==> src/rtl/synch_down.sv <==
// Synchronous down counter with prescaler, start/stop/load control and a wrap strobe.
// Define SYNCH_DOWN_AUTORELOAD_EN to wrap from 0 to the last loaded value instead of all-ones.
module synch_down #(
  parameter int WIDTH = 4,
  parameter int DIV   = 1
) (
  input  logic             clk,
  input  logic             reset_n,
  input  logic             start,
  input  logic             stop,
  input  logic             load,
  input  logic [WIDTH-1:0] load_val,
  output logic [WIDTH-1:0] count,
  output logic             zero,
  output logic             tc,
  output logic             busy
);

  localparam int PW = (DIV > 1) ? $clog2(DIV) : 1;
  localparam logic [PW-1:0] PRE_LAST = PW'(DIV - 1);

  typedef enum logic [1:0] {IDLE, RUN, HOLD} state_t;

  state_t           state_q;
  logic [PW-1:0]    pre_q;
  logic [WIDTH-1:0] count_q;
  logic             zero_q;
  logic             tc_q;
  logic             busy_q;

  logic             tick_d;
  logic [WIDTH-1:0] wrap_val_d;
  logic [WIDTH-1:0] count_step_d;

`ifdef SYNCH_DOWN_AUTORELOAD_EN
  logic [WIDTH-1:0] rld_q;

  always_ff @(posedge clk or negedge reset_n) begin
    if (!reset_n) begin
      rld_q <= '0;
    end else if (load) begin
      rld_q <= load_val;
    end
  end

  assign wrap_val_d = rld_q;
`else
  assign wrap_val_d = '1;
`endif

  // A tick is suppressed by load or stop on the same edge.
  assign tick_d       = (state_q == RUN) && !load && !stop && (pre_q == PRE_LAST);
  assign count_step_d = (count_q == '0) ? wrap_val_d : count_q - 1'b1;

  always_ff @(posedge clk or negedge reset_n) begin
    if (!reset_n) begin
      state_q <= IDLE;
      pre_q   <= '0;
      count_q <= '0;
      zero_q  <= 1'b1;
      tc_q    <= 1'b0;
      busy_q  <= 1'b0;
    end else if (load) begin
      state_q <= IDLE;
      pre_q   <= '0;
      count_q <= load_val;
      zero_q  <= (load_val == '0);
      tc_q    <= 1'b0;
      busy_q  <= 1'b0;
    end else begin
      tc_q <= 1'b0;
      case (state_q)
        IDLE: begin
          if (start && !stop) begin
            state_q <= RUN;
            pre_q   <= '0;
            busy_q  <= 1'b1;
          end
        end
        RUN: begin
          if (stop) begin
            state_q <= HOLD;
            busy_q  <= 1'b0;
          end else if (tick_d) begin
            pre_q   <= '0;
            count_q <= count_step_d;
            zero_q  <= (count_step_d == '0);
            tc_q    <= (count_q == '0);
          end else begin
            pre_q <= pre_q + 1'b1;
          end
        end
        HOLD: begin
          // Prescaler is left untouched so the step phase survives the pause.
          if (start && !stop) begin
            state_q <= RUN;
            busy_q  <= 1'b1;
          end
        end
        default: begin
          state_q <= IDLE;
          busy_q  <= 1'b0;
        end
      endcase
    end
  end

  assign count = count_q;
  assign zero  = zero_q;
  assign tc    = tc_q;
  assign busy  = busy_q;

endmodule

==> config.mk <==
export PLATFORM = sky130hd
export DESIGN_NAME = synch_down
export DESIGN_NICKNAME = d
export VERILOG_FILES = /design/src/rtl/synch_down.sv
export SDC_FILE = /design/constraint.sdc
export NUM_CORES = 1
export LEC_CHECK = 0
export ABC_AREA = 1
export BUFFER_PORTS_ARGS = -buffer_cell sky130_fd_sc_hd__buf_2
export CAP_MARGIN = 10
export CORE_AREA = 8 8 45 47
export CTS_CLUSTER_DIAMETER = 60
export DETAILED_ROUTE_END_ITERATION = 8
export DIE_AREA = 0 0 53 55
export PLACE_DENSITY_LB_ADDON = 0.05
export SLEW_MARGIN = 5
export SYNTH_ARGS = -nofsm -noshare
export SYNTH_HDL_FRONTEND = slang
export SYNTH_SLANG_ARGS = --single-unit
==> constraint.sdc <==
create_clock -name clk -period 1.35 [get_ports clk]
set_clock_uncertainty 0.15 [all_clocks]
set_input_delay 0.3375 -clock clk [delete_from_list [all_inputs] [get_ports clk]]
set_output_delay 0.3375 -clock clk [all_outputs]
set_load 0.01 [all_outputs]
==> qor.tcl <==
set qor(post_synth_instance_area_um2) 536
set qor(globalplace.congestion) 0.825
set qor(synthSimpleGateAreaFrac_pct) 35.3
set qor(worst_slew_pin_tran_ps) 221
set qor(final_max_slew_viols) 0
set qor(hold_path_end) {state_q[1]}
set qor(p_total_mw) 0.915
set qor(max_slew_margin_pct) 85.1
set qor(timing_worst_setup_path_type) {reg -> out}
set qor(finalHoldViolCount) 0
set qor(yosys_most_used_dff) {dfrtp_1}
set qor(finalNetCount) 105
set qor(num_io_pins) 16
set qor(design.core.area_um2) 1380
set qor(die_width_um) 53
set qor(detail-route-antenna-nets) 0
set qor(cpLargestDelayFamily) {flip-flops}
set qor(crit_buf_inv) 2
set qor(detailroute.via_count) 531
set qor(status) {finished with violations}
set qor(start_point_of_the_worst_hold_path) {start}
set qor(worst_hold_path_type) {in -> reg}
set qor(max-clock-path-buffers) 2
set qor(ys_top_cells_by_area) {dfrtp_1 (37%), nand2_1 (9.8%), nand3_1 (8.4%)}
set qor(drv_cap) 0
set qor(port_buffers) 15
set qor(mappedNetlistNets) 80
set qor(synth.most_common_cell) {nand2_1}
set qor(post_synth_cell_types) 20
set qor(dr.first_iter.drc_count) 13
set qor(yosys_warnings) 0
set qor(report.final.setup_viol) 4
set qor(async_set_reset_flop_share_out_of_synthesis_pct) 100
set qor(post_synth_xor_area_fraction_pct) 0
set qor(globalRouteTotalUtil_pct) 10.8
set qor(worst_r2r_startpoint) {count[0]}
set qor(final.min_clock_period_ps) 1390
set qor(rr_endpoint) {zero}
set qor(yosys-top-cells-count) {nand2_1 (14), nand3_1 (9), nor2_1 (9)}
set qor(critPathCaptureType) {primary output}
set qor(max_freq_mhz) 718
set qor(clock_latency_ps) 260
set qor(post-route-drc-count) 0
set qor(areaGrowthSynthToFinish_pct) 42.5
set qor(insertedDiodeCount) 0
set qor(clock_sink_count) 9
set qor(power_density_nw_per_um2) 1200
set qor(cp_data_required_time_ps) 860
set qor(cts_tree) {yes}
set qor(fraction_of_synthesized_area_in_multiplexers_pct) 0
set qor(top_cell_type_s_share_of_synthesized_area_pct) 37.4
set qor(postSynthRegisterBits) 9
set qor(critical_path_cell_by_cell) {buf_6 > buf_6}
set qor(r2r_setup_slack_ps) -10
set qor(final.period_utilization_pct) 103
set qor(timing.critical_path.mode_cell) {buf_6}
set qor(utilization_pct) 55.2
set qor(power.static_leakage_nw) 0.381
set qor(ctsRootBufferMaster) {clkbuf_4}
set qor(postSynthAreaPerCell_um2) 7.76
set qor(synth-edff-count) 0
set qor(antenna_found_initial) 0
set qor(die_height_um) 55
set qor(grt_first_pass_wirelength_um) 2330
set qor(worst_ep_arrival_time_ps) 910
set qor(ir_worst_vdd_mv) 0.483
set qor(initial_utilization_pct) 38.7
set qor(start_kind) {register}
set qor(layout-drive-gt1-share_pct) 47.3
set qor(fill_cells) 135
set qor(cts.htree.levels) 1
set qor(timing.critical_path.slowest_stage_cell) {dfrtp_2}
set qor(grt_setup_unrepaired) {yes}
set qor(synthCells) 69
set qor(timing.hold.worst_path_depth) 4
set qor(cell_accounting_for_the_most_synthesized_area) {dfrtp_1}
set qor(max_stage_delay_ps) 420
set qor(std_cell_rows) 14
set qor(initial_drt_pass_iterations) 4
set qor(failed_checks) {negative setup slack}
set qor(yosysSeqAreaShare_pct) 42.3
set qor(cts_inserted_buffers) 3
set qor(post-route-worst-setup-slack_ps) -43.3
set qor(critical_path_peak_fanout) 2
set qor(totalWireLength_um) 1380
set qor(detailedPlacementHpwl_um) 1060
set qor(die_area_um2) 2920
set qor(grt_overflow) 0
set qor(cts.reportedPaths.clkPinSlew_ps) 70
set qor(main_combinational_cell_family_by_area_after_synthesis) {simple AND/OR/NAND/NOR gates}
set qor(vias_in_the_first_global_route) 546
set qor(avgViaCountPerCell) 4.87
set qor(synth_fa_ha_area_share_pct) 4.67
set qor(r2r.worst_path.cells) 8
set qor(compound_gate_portion_of_the_synthesized_area_pct) 10.7
set qor(grt_max_degree) 11
set qor(route.detailed.wl_per_inst_um) 12.7
[stage by stage]
stage / worst slack [ps] / hold WS, ps / instances / TNS (ps) / area [um^2]
final: -43.3 / 202 / 109 / -97.8 / 763
after global routing: -74.2 / 238 / 109 / -303 / 763
after CTS: -55.3 / 196 / 109 / -129 / 739
after detailed placement: 22.1 / 55.6 / 103 / 0 / 654
after global placement: 32.7 / 53.3 / 103 / 0 / 654
after floorplan: 36.3 / -108 / 69 / 0 / 537
[cells by family (layout without fill, tap and decap cells)]
logic type      after synthesis  after routing
flops                         9              9
fa+ha+maj                     2              2
simple gates                 39             39
compound gates                9              9
buf+inv                      10             34
[flip-flops by register name, indices dropped and copies added (netlist names)]
register and cells:
zero 1, tc 1, busy 1, state_q 1, count 4, pre_q 1
[worst max-delay path by stage]
stage | startpoint | endpoint | slack [ps] | cells past startpoint
after floorplan | count[1] | count[3] | 40 | 8
after global placement | load | count[2] | 30 | 7
after detailed placement | count[0] | zero | 20 | 9
after CTS | count[0] | count[0] | -60 | 2
after global routing | count[0] | count[0] | -70 | 2
final | count[0] | count[0] | -40 | 2
[final cells by class]
type	count	area [um^2]	area share, %
tap	16	20.0	2.62
sequential	9	228	29.8
clock buffer	4	26.3	3.44
timing repair buffer	20	141	18.5
inverter	10	37.5	4.92
multi-input combinational	50	310	40.7
[where the power goes]
part	internal [mW]	switching, mW	leakage (nW)	total (mW)
logic	0.169	0.195	0.255	0.364
registers	0.308	0.0300	0.112	0.338
clock network	0.114	0.0998	0.0150	0.214
total	0.591	0.324	0.381	0.915
[per-layer routing]
metal,track usage [%],part of all wire (%),vias up
li1,-,-,271
met1,10.3,41,249
met2,20.1,53,9
met3,4.01,5.9,2
met4,5.17,0.87,0
met5,0,0,-
[cell usage in the layout, fill, tap and decap left out, types with 2 or more instances in the layout]
cell type	Yosys	layout
inv_1	7	5
buf_6	0	5
nand3_1	9	8
nand2_4	1	2
o21ai_2	2	3
nand3_2	1	2
clkbuf_4	0	3
nand2_2	1	3
nor2_1	9	8
nand2_1	14	11
o21ai_0	3	2
nor2_2	1	2
inv_2	3	5
o21ai_1	2	2
buf_2	0	12
buf_4	0	2
dfrtp_1	8	7
[what timing repair did]
action,CTS,global route
pin swaps,5,3
setup endpoints to repair,4,7
resized for setup,9,8
setup buffers,1,0
hold buffers,1,0
endpoints found under the hold margin,8,0
[worst register-to-register path: cells and delay by family (launching register included)]
family                   cells  cell delay [ps]
buffers and inverters        2              120
adder cells (fa/ha/maj)      1              160
AND/OR/NAND/NOR              5              450
flip-flops                   1              420
Power figures use the tool's default switching activity.
